**config.mk**
```make
export PLATFORM = sky130hd
export DESIGN_NAME = conv_kernel_scheduler
export DESIGN_NICKNAME = d
export VERILOG_FILES = /design/src/rtl/conv_kernel_scheduler.sv
export SDC_FILE = /design/constraint.sdc
export NUM_CORES = 2
export LEC_CHECK = 0
export CELL_PAD_IN_SITES_DETAIL_PLACEMENT = 1
export CELL_PAD_IN_SITES_GLOBAL_PLACEMENT = 1
export CORE_AREA = 2 2 554 556
export CTS_CLUSTER_DIAMETER = 80
export CTS_CLUSTER_SIZE = 12
export DETAILED_ROUTE_END_ITERATION = 10
export DIE_AREA = 0 0 556 558
export HOLD_SLACK_MARGIN = 0.12
export PLACE_DENSITY_LB_ADDON = 0.1
export SYNTH_ARGS = -nofsm -noshare
export SYNTH_HDL_FRONTEND = slang
export SYNTH_SLANG_ARGS = --single-unit
```
**constraint.sdc**
```tcl
create_clock -name clk_i -period 2.4 [get_ports clk_i]
set_input_delay 0.24 -clock clk_i [delete_from_list [all_inputs] [get_ports clk_i]]
set_output_delay 0.24 -clock clk_i [all_outputs]
set_load 0.005 [all_outputs]
```
**src/rtl/conv_kernel_scheduler.sv**
```systemverilog
// Shares one convolution engine across a bank of stored kernels and tags each result with its kernel index.
// Build option: define CONV_SCHED_MASK_EN to add a per-window kernel enable mask (kernel_mask_i).
module conv_kernel_scheduler #(
  parameter int  EXP_WIDTH     = 5,
  parameter int  FRAC_WIDTH    = 10,
  parameter int  WINDOW_WIDTH  = 5,
  parameter int  WINDOW_HEIGHT = 5,
  parameter int  NUM_KERNELS   = 2,
  parameter int  TAG_DEPTH     = 32,
  localparam int FP_WIDTH      = 1 + EXP_WIDTH + FRAC_WIDTH,
  localparam int KIDX_W        = (NUM_KERNELS > 1) ? $clog2(NUM_KERNELS) : 1
) (
  input  logic                                                       clk_i,
  input  logic                                                       rst_i,
  input  logic                                                       cfg_we_i,
  input  logic [KIDX_W-1:0]                                          cfg_kidx_i,
  input  logic [7:0]                                                 cfg_row_i,
  input  logic [7:0]                                                 cfg_col_i,
  input  logic [FP_WIDTH-1:0]                                        cfg_data_i,
  output logic                                                       cfg_err_o,
  input  logic [WINDOW_HEIGHT-1:0][WINDOW_WIDTH-1:0][FP_WIDTH-1:0]   window_i,
  input  logic [15:0]                                                col_i,
  input  logic [15:0]                                                row_i,
  input  logic                                                       valid_i,
`ifdef CONV_SCHED_MASK_EN
  input  logic [NUM_KERNELS-1:0]                                     kernel_mask_i,
`endif
  output logic                                                       ready_o,
  output logic [WINDOW_HEIGHT-1:0][WINDOW_WIDTH-1:0][FP_WIDTH-1:0]   eng_window_o,
  output logic [WINDOW_HEIGHT-1:0][WINDOW_WIDTH-1:0][FP_WIDTH-1:0]   eng_kernel_o,
  output logic [15:0]                                                eng_col_o,
  output logic [15:0]                                                eng_row_o,
  output logic                                                       eng_valid_o,
  input  logic [FP_WIDTH-1:0]                                        eng_data_i,
  input  logic [15:0]                                                eng_col_i,
  input  logic [15:0]                                                eng_row_i,
  input  logic                                                       eng_valid_i,
  output logic [FP_WIDTH-1:0]                                        data_o,
  output logic [KIDX_W-1:0]                                          kidx_o,
  output logic [15:0]                                                col_o,
  output logic [15:0]                                                row_o,
  output logic                                                       valid_o,
  output logic                                                       busy_o,
  output logic                                                       tag_err_o
);

  localparam int PTR_W = (TAG_DEPTH > 1) ? $clog2(TAG_DEPTH) : 1;
  localparam int CNT_W = $clog2(TAG_DEPTH + 1);

  typedef logic [WINDOW_HEIGHT-1:0][WINDOW_WIDTH-1:0][FP_WIDTH-1:0] win_t;
  typedef enum logic [0:0] {IDLE = 1'b0, ISSUE = 1'b1} state_t;

  // True when some enabled kernel has index >= start.
  function automatic logic any_from(input logic [NUM_KERNELS-1:0] mask, input int start);
    logic hit;
    hit = 1'b0;
    for (int i = 0; i < NUM_KERNELS; i++) begin
      if ((i >= start) && mask[i]) hit = 1'b1;
    end
    return hit;
  endfunction

  // Lowest enabled kernel index >= start (0 when none).
  function automatic logic [KIDX_W-1:0] idx_from(input logic [NUM_KERNELS-1:0] mask, input int start);
    logic [KIDX_W-1:0] idx;
    idx = '0;
    for (int i = NUM_KERNELS - 1; i >= 0; i--) begin
      if ((i >= start) && mask[i]) idx = KIDX_W'(i);
    end
    return idx;
  endfunction

  function automatic logic [PTR_W-1:0] ptr_inc(input logic [PTR_W-1:0] p);
    return (p == PTR_W'(TAG_DEPTH - 1)) ? '0 : p + PTR_W'(1);
  endfunction

  state_t                 state_r, state_next_s;
  logic [KIDX_W-1:0]      k_r, k_next_s;
  logic [NUM_KERNELS-1:0] mask_in_s, mask_cur_s, mask_next_s;
  logic                   accept_s, issue_next_s, ready_next_s, busy_next_s;
  logic                   first_found_s, more_found_s;
  logic [KIDX_W-1:0]      first_idx_s, more_idx_s;
  logic                   cfg_ok_s;

  win_t                   bank_r [NUM_KERNELS];
  win_t                   win_r, kernel_r;
  logic [15:0]            col_lat_r, row_lat_r;
  logic                   eng_valid_r, ready_r, busy_r, cfg_err_r, tag_err_r;
  logic [FP_WIDTH-1:0]    data_r;
  logic [KIDX_W-1:0]      kidx_r;
  logic [15:0]            res_col_r, res_row_r;
  logic                   valid_r;

  logic [KIDX_W-1:0]      tag_mem_r [TAG_DEPTH];
  logic [PTR_W-1:0]       wr_ptr_r, rd_ptr_r;
  logic [CNT_W-1:0]       tag_cnt_r, tag_cnt_next_s;
  logic                   push_s, pop_s, empty_s, full_s, bypass_s, push_wr_s, pop_rd_s, tag_err_set_s;
  logic [KIDX_W-1:0]      pop_tag_s;

`ifdef CONV_SCHED_MASK_EN
  logic [NUM_KERNELS-1:0] mask_r;
  assign mask_in_s  = kernel_mask_i;
  assign mask_cur_s = mask_r;

  // Kernel mask captured with each accepted window.
  always_ff @(posedge clk_i or negedge rst_i) begin
    if (!rst_i) begin
      mask_r <= {NUM_KERNELS{1'b0}};
    end else if (accept_s) begin
      mask_r <= kernel_mask_i;
    end
  end
`else
  assign mask_in_s  = {NUM_KERNELS{1'b1}};
  assign mask_cur_s = {NUM_KERNELS{1'b1}};
`endif

  assign accept_s      = valid_i && ready_r;
  assign first_found_s = any_from(mask_in_s, 0);
  assign first_idx_s   = idx_from(mask_in_s, 0);
  assign more_found_s  = any_from(mask_cur_s, int'(k_r) + 1);
  assign more_idx_s    = idx_from(mask_cur_s, int'(k_r) + 1);

  // Next-state decode: walk the enabled kernels, chaining straight into the next window.
  always_comb begin
    state_next_s = state_r;
    k_next_s     = k_r;
    issue_next_s = 1'b0;
    mask_next_s  = accept_s ? mask_in_s : mask_cur_s;
    case (state_r)
      IDLE: begin
        if (accept_s && first_found_s) begin
          state_next_s = ISSUE;
          k_next_s     = first_idx_s;
          issue_next_s = 1'b1;
        end else begin
          state_next_s = IDLE;
        end
      end
      ISSUE: begin
        if (more_found_s) begin
          k_next_s     = more_idx_s;
          issue_next_s = 1'b1;
        end else if (accept_s && first_found_s) begin
          k_next_s     = first_idx_s;
          issue_next_s = 1'b1;
        end else begin
          state_next_s = IDLE;
          k_next_s     = '0;
        end
      end
      default: begin
        state_next_s = IDLE;
        k_next_s     = '0;
      end
    endcase
    ready_next_s = (state_next_s == IDLE) || !any_from(mask_next_s, int'(k_next_s) + 1);
  end

  // Tag FIFO control; an empty FIFO popped while pushing forwards the tag straight through.
  always_comb begin
    push_s         = eng_valid_r;
    pop_s          = eng_valid_i;
    empty_s        = (tag_cnt_r == '0);
    full_s         = (tag_cnt_r == CNT_W'(TAG_DEPTH));
    bypass_s       = push_s && pop_s && empty_s;
    push_wr_s      = push_s && (!full_s || pop_s) && !bypass_s;
    pop_rd_s       = pop_s && !empty_s;
    tag_err_set_s  = (pop_s && empty_s && !push_s) || (push_s && full_s && !pop_s);
    tag_cnt_next_s = tag_cnt_r;
    if (push_wr_s && !pop_rd_s) begin
      tag_cnt_next_s = tag_cnt_r + CNT_W'(1);
    end else if (pop_rd_s && !push_wr_s) begin
      tag_cnt_next_s = tag_cnt_r - CNT_W'(1);
    end else begin
      tag_cnt_next_s = tag_cnt_r;
    end
    if (bypass_s) begin
      pop_tag_s = k_r;
    end else if (empty_s) begin
      pop_tag_s = '0;
    end else begin
      pop_tag_s = tag_mem_r[rd_ptr_r];
    end
    busy_next_s = (state_next_s != IDLE) || (tag_cnt_next_s != '0);
  end

  // A handshake in the same cycle makes the scheduler busy, so the write is refused.
  assign cfg_ok_s = cfg_we_i && !busy_r && !accept_s &&
                    ({1'b0, cfg_kidx_i} < (KIDX_W + 1)'(NUM_KERNELS)) &&
                    (cfg_row_i < 8'(WINDOW_HEIGHT)) && (cfg_col_i < 8'(WINDOW_WIDTH));

  // FSM state register.
  always_ff @(posedge clk_i or negedge rst_i) begin
    if (!rst_i) begin
      state_r <= IDLE;
      k_r     <= '0;
    end else begin
      state_r <= state_next_s;
      k_r     <= k_next_s;
    end
  end

  // Engine issue registers plus handshake and busy status.
  always_ff @(posedge clk_i or negedge rst_i) begin
    if (!rst_i) begin
      win_r       <= '0;
      kernel_r    <= '0;
      col_lat_r   <= 16'h0000;
      row_lat_r   <= 16'h0000;
      eng_valid_r <= 1'b0;
      ready_r     <= 1'b1;
      busy_r      <= 1'b0;
    end else begin
      if (accept_s) begin
        win_r     <= window_i;
        col_lat_r <= col_i;
        row_lat_r <= row_i;
      end
      if (issue_next_s) begin
        kernel_r <= bank_r[k_next_s];
      end
      eng_valid_r <= issue_next_s;
      ready_r     <= ready_next_s;
      busy_r      <= busy_next_s;
    end
  end

  // Coefficient bank and config error pulse.
  always_ff @(posedge clk_i or negedge rst_i) begin
    if (!rst_i) begin
      for (int kk = 0; kk < NUM_KERNELS; kk++) bank_r[kk] <= '0;
      cfg_err_r <= 1'b0;
    end else begin
      for (int kk = 0; kk < NUM_KERNELS; kk++) begin
        for (int r = 0; r < WINDOW_HEIGHT; r++) begin
          for (int c = 0; c < WINDOW_WIDTH; c++) begin
            if (cfg_ok_s && (cfg_kidx_i == KIDX_W'(kk)) && (cfg_row_i == 8'(r)) && (cfg_col_i == 8'(c))) begin
              bank_r[kk][r][c] <= cfg_data_i;
            end
          end
        end
      end
      cfg_err_r <= cfg_we_i && !cfg_ok_s;
    end
  end

  // Tag FIFO storage, pointers and sticky error.
  always_ff @(posedge clk_i or negedge rst_i) begin
    if (!rst_i) begin
      for (int i = 0; i < TAG_DEPTH; i++) tag_mem_r[i] <= '0;
      wr_ptr_r  <= '0;
      rd_ptr_r  <= '0;
      tag_cnt_r <= '0;
      tag_err_r <= 1'b0;
    end else begin
      if (push_wr_s) begin
        tag_mem_r[wr_ptr_r] <= k_r;
        wr_ptr_r            <= ptr_inc(wr_ptr_r);
      end
      if (pop_rd_s) begin
        rd_ptr_r <= ptr_inc(rd_ptr_r);
      end
      tag_cnt_r <= tag_cnt_next_s;
      tag_err_r <= tag_err_r || tag_err_set_s;
    end
  end

  // Result stage: engine output plus its kernel tag, one cycle later.
  always_ff @(posedge clk_i or negedge rst_i) begin
    if (!rst_i) begin
      data_r    <= '0;
      kidx_r    <= '0;
      res_col_r <= 16'h0000;
      res_row_r <= 16'h0000;
      valid_r   <= 1'b0;
    end else begin
      valid_r <= eng_valid_i;
      if (eng_valid_i) begin
        data_r    <= eng_data_i;
        kidx_r    <= pop_tag_s;
        res_col_r <= eng_col_i;
        res_row_r <= eng_row_i;
      end
    end
  end

  assign cfg_err_o    = cfg_err_r;
  assign ready_o      = ready_r;
  assign eng_window_o = win_r;
  assign eng_kernel_o = kernel_r;
  assign eng_col_o    = col_lat_r;
  assign eng_row_o    = row_lat_r;
  assign eng_valid_o  = eng_valid_r;
  assign data_o       = data_r;
  assign kidx_o       = kidx_r;
  assign col_o        = res_col_r;
  assign row_o        = res_row_r;
  assign valid_o      = valid_r;
  assign busy_o       = busy_r;
  assign tag_err_o    = tag_err_r;

endmodule

```
Yosys cells after proc, flatten, opt, wreduce, memory -nomap -nowiden. Cells that the tools add are included.

Equality and inequality tests: 11. Reduce and logical (&&, ||, !) cells: 100. Order comparisons: 10. Bitwise logic cells: 6. Add/subtract/negate cells: 6. Mux-type cells: 27.

Operators by type and width (number): 2-to-1 mux 400 bit (3); logical AND 1 bit (80); bitwise mux 32 bit (1); == test 8 x 2 -> 1 bit, second input constant (4); == test 8 x 1 -> 1 bit, second input constant (2); == test 8 x 3 -> 1 bit, second input constant (2); logical NOT 8 bit (2); < comparator 8 x 3 -> 1 bit, second input constant (2); 2-to-1 mux 1 bit (15); >= comparator 6 bit, second input constant (2); 2-to-1 mux 6 bit (2); inverter 5 -> 6 bit (2); logical NOT 1 bit (11); adder 5 x 1 -> 5 bit, second input constant (2); == test 5 bit, second input constant (2); 2-to-1 mux 5 bit (2); >= comparator 1 x 2 -> 1 bit, first input constant (4); adder 6 x 1 -> 6 bit, second input constant (1); == test 6 bit, second input constant (1); logical NOT 6 bit (1); < comparator 6 x 1 -> 1 bit, second input constant (1); nonzero test 6 bit (1); subtractor 6 x 1 -> 6 bit, second input constant (1); binary-select mux 1 bit (select 5 bit) (1); 7 further kinds (15).

Logic and storage cells: 308. Register bits after elaboration: 1736.

Logic depth before layout (Yosys ltp).
Depth after elaboration: 12. Mapped depth: 8.

Worst setup path before layout. No wires, ideal clock.

Path type: register to register. From: register tag_cnt_r[1]. To: register busy_r, in the netlist busy_o. Slack: -0.112 ns. Buffers on the path: 1. Required time: 2.262 ns. Cell stages (with the launch flop): 9. Data arrival time: 2.373 ns. Period minus slack after synthesis: 2.512 ns. Cell sequence: dfrtp_1 > inv_1 > ha_1 > or4b_1 > buf_2 > o211ai_2 > a22oi_1 > or4_1 > or4_1.

Longest elaborated chain between the ends: 11. Elaborated cells between the ends (all ways): 20.

Ends and longest elaborated chain: start, declared (line 96) `logic [CNT_W-1:0] tag_cnt_r, tag_cnt_next_s;`; start signal, assigned (line 264) `tag_cnt_r <= tag_cnt_next_s;`; == test 6 bit (line 165) `full_s = (tag_cnt_r == CNT_W'(TAG_DEPTH));`; logical NOT 1 bit (line 167) `push_wr_s = push_s && (!full_s || pop_s) && !bypass_s;`; logical OR 1 bit (line 167); logical AND 1 bit (2 in series) (line 167); logical NOT 1 bit (line 173) `end else if (pop_rd_s && !push_wr_s) begin`; logical AND 1 bit (line 173); 2-to-1 mux 6 bit (line 173); 2-to-1 mux 6 bit * (line 171) `if (push_wr_s && !pop_rd_s) begin`; via tag_cnt_next_s[3] (line 96); nonzero test 6 bit * (line 185) `busy_next_s = (state_next_s != IDLE) || (tag_cnt_next_s != '0);`; logical OR 1 bit * (line 185); via busy_next_s (line 80) `logic accept_s, issue_next_s, ready_next_s, busy_next_s;`; end signal, assigned (line 225) `busy_r <= busy_next_s;`; end, declared (line 88) `logic eng_valid_r, ready_r, busy_r, cfg_err_r, tag_err_r;`.

Mark *: on every way through the listed nets, which the timed path passes. The rest lies on a longest branch. A chain may end at the register's enable or synchronous reset.

Worst setup path after layout.
From: register tag_cnt_r[2]. To: register busy_r, in the netlist busy_o.

Same word-level chain as after synthesis.

==> results.sh <==
export IMPL_outcome="finished, violations left"
export IMPL_violations="setup timing"
export IMPL_initial_core_util_pct=22.9
export IMPL_max_cap_viol_count=0
export IMPL_holdCritPathClass="in -> async"
export IMPL_fin_skew_ps=41.6
export IMPL_htreeDepth=4
export IMPL_synthTopCellsByArea="dfrtp_1 (62%), mux2_2 (13%), nand2_1 (12%), a31oi_1 (3.6%), nor2_1 (2.2%)"
export IMPL_cp_arrival_ps=3180
export IMPL_p_leak_nw=47.2
export IMPL_drt_iter0_markers=2817
export IMPL_gr_total_overflow=0
export IMPL_nets=8698
export IMPL_cts_root_buf="clkbuf_16"
export IMPL_path_clk_slew_ps=70
export IMPL_max_freq_ghz=0.402
export IMPL_viasPerCell=4.47
export IMPL_cts_buffers=177
export IMPL_pin_count=1405
export IMPL_setup_viol=1
export IMPL_synth_ff_type="dfrtp_1"
export IMPL_insertion_delay_ps=860
export IMPL_startpoint_type="flip-flop"
export IMPL_final_hold_viol_count=0
export IMPL_synth_nets=6762
export IMPL_first_pass_iters=5
export IMPL_synth_cells=6235
export IMPL_p_int_w=0.0658
export IMPL_slowest_delay_ps=590
export IMPL_antenna_found_initial=147
export IMPL_area_delta_synth_final_pct=44.8
export IMPL_powerDensity_nw_per_um2=1010
export IMPL_finalPower_w=0.102
export IMPL_dpl_cell_area_um2=91000
export IMPL_pwr_share_comb_pct=33.9
export IMPL_slowest_stage="or4_4"
export IMPL_cts_tree="yes"
export IMPL_die_height_um=558
export IMPL_yosys_warnings=0
export IMPL_synth_common_cells="nand2_1 (2158), dfrtp_1 (1735), mux2_2 (829)"
export IMPL_period_share_pct=104
export IMPL_stdcell_area_um2=101000
export IMPL_ys_types=74
export IMPL_path_class="reg -> reg"
export IMPL_clk_path_buf_depth=4
export IMPL_grt_pass1_vias=59200
export IMPL_power_share_clock_pct=26.0
export IMPL_setup_ws_ps=-87.7
export IMPL_ant_nets=0
export IMPL_rsz0062_at_grt="yes"
export IMPL_wl_per_cell_um=26.7
export IMPL_grt_pass1_wl_um=462000
export IMPL_crit_chain="or3_1 > o31ai_2 > a221oi_2 > or4_4 > or4_4"
export IMPL_die_area_um2=310000
export IMPL_yosysMostFrequentCell="nand2_1"
export IMPL_drive_above_1_share_pct=18.2
export IMPL_wl_um=328000
export IMPL_grt_start_max_net_pins=105
export IMPL_finalMaxSlewViolations=0
export IMPL_crit_fanout=6
export IMPL_vdd_ir_drop_worst_mv=0.588
export IMPL_cp_num_buf_inv=0
export IMPL_place_ws_ps=-942
export IMPL_yosys_area_top_type="dfrtp_1"
export IMPL_path_delay_family="simple AND/OR/NAND/NOR gates"
export IMPL_finalCriticalPeriod_ps=2490
export IMPL_crit_top_cell="or4_4"
export IMPL_dp_final_hpwl_um=233000
export IMPL_async_flop_share_pct=100
export IMPL_port_buffer_count=1404
export IMPL_place_congestion=0.838
export IMPL_syn_avg_cell_area_um2=11.2
export IMPL_grtUsageTotal_pct=20.7
export IMPL_fp_coreArea_um2=305000
export IMPL_fill_cells=33200
export IMPL_syn_area_um2=69900
export IMPL_dieWidth_um=556
export IMPL_relSlewSlack_pct=58.3
export IMPL_fp_row_count=203
export IMPL_num_vias=54900
export IMPL_swShare_pct=35.4
export IMPL_crit_path_end_kind="flip-flop"
export IMPL_switchingPower_w=0.0361
export IMPL_drc=0
export IMPL_worst_slew_pin_slew_ps=625
export IMPL_synth_edf_count=0
export IMPL_ys_ff_latch=1736
export IMPL_yosysSeqAreaShare_pct=62.2
export IMPL_yosysTopAreaCellShare_pct=62.1
export IMPL_seq_power_share_pct=40.2
export IMPL_cts_sinks=1736
export IMPL_worstPathRequired_ps=3100
-- layer usage --
layer	vias up	track usage, %	share of wire, %
li1	24500	-	-
met1	28600	24.9	40
met2	1321	37.4	51
met3	476	4.35	5.5
met4	0	5.36	2.9
met5	-	0	0
-- cells by family after synthesis --
group                      count (synthesis)  synth area share [%]
AOI/OAI and AO/OA                        441                  4.00
xor gates and xnor gates                   3                0.0376
adders and majority gates                  9                 0.161
buffers and inverters                    447                  3.01
DFF                                     1736                  62.2
muxes                                    899                  14.8
and+or+nand+nor                         2700                  15.9
-- worst register-to-register path, delay by kind of cell (launching register included) --
kind	cells	cell delay, ps
compound gates	2	360
flops	1	450
simple gates	3	1520
-- metrics by stage --
| stage | std cells | hold WS, ps | setup TNS (ps) | utilization (%) |
|---|---|---|---|---|
| CTS | 12200 | 169 | -119 | 33.2 |
| global route | 12200 | 241 | -161 | 33.2 |
| global placement | 11500 | 198 | -671240 | 29.9 |
| floorplan | 6235 | -55.6 | -37.2 | - |
| finish | 12300 | 221 | -87.7 | 33.2 |
| detailed placement | 11500 | 193 | -668960 | 29.9 |
-- cells in the final DEF, fill, tap and decap left out, types with 40 or more instances in the layout --
cell type,n
mux2_2,829
buf_4,159
nor2_1,408
nand2_1,2157
dfrtp_1,1735
mux2_4,40
clkdlybuf4s50_1,1382
buf_12,150
a31oi_1,404
clkbuf_16,180
dlygate4sd3_1,498
diode_2,56
-- worst paths after layout --
| check | slack [ps] | cells past startpoint | to | from |
|---|---|---|---|---|
| max | -90 | 5 | busy_o | tag_cnt_r[2] |
| max reg2reg | -90 | 5 | busy_o | tag_cnt_r[2] |
| max in group asynchronous | 1410 | 4 | bank_r[123] | rst_i |
| min in group clk_i | 250 | 4 | cfg_err_o | cfg_we_i |
| min reg2reg | 470 | 2 | eng_window_o[335] | eng_window_o[335] |
| min | 220 | 3 | eng_window_o[320] | rst_i |
-- flip-flops by register name, indices dropped and copies added (netlist names) --
register,flops
data_o,16
col_o,16
eng_kernel_o,400
wr_ptr_r,5
bank_r,800
tag_cnt_r,6
eng_valid_o,1
rd_ptr_r,5
row_o,16
kidx_o,1
tag_err_o,1
busy_o,1
eng_row_o,16
eng_col_o,16
valid_o,1
tag_mem_r,32
cfg_err_o,1
ready_o,1
eng_window_o,400
k_r,1
-- area by class of cell --
cell class              count  area, um2  share of cell area, %
repair buffers           2197      23100                   22.9
well taps                3997       5000                   4.94
clock buffers             201       4660                   4.61
inverters                   7       26.3                 0.0260
flip-flops and latches   1736      43400                   42.9
clock inverters            31        338                  0.334
multi-input cells        4052      24500                   24.2
diodes                     56        140                  0.138
-- timing repair --
item,4_1_cts,5_1_grt
pin swaps,0,4
hold buffers,499,0
setup endpoints to repair,29,156
buffers inserted,0,2
cloned,0,0
endpoints found under the hold margin,2577,0
gates resized for setup,6,13
-- power by group through the flow --
| stage | Combinational, W | Sequential, W | Clock (W) |
|---|---|---|---|
| detailed placement | 0.0342 | 0.0415 | 0 |
| CTS | 0.0353 | 0.0411 | 0.0276 |
| finish | 0.0345 | 0.0409 | 0.0264 |
| global route | 0.0378 | 0.0416 | 0.0285 |
| global placement | 0.0340 | 0.0414 | 0 |
| floorplan | 0.0120 | 0.0393 | 0 |
No activity file was read; power rests on OpenSTA's default activity.
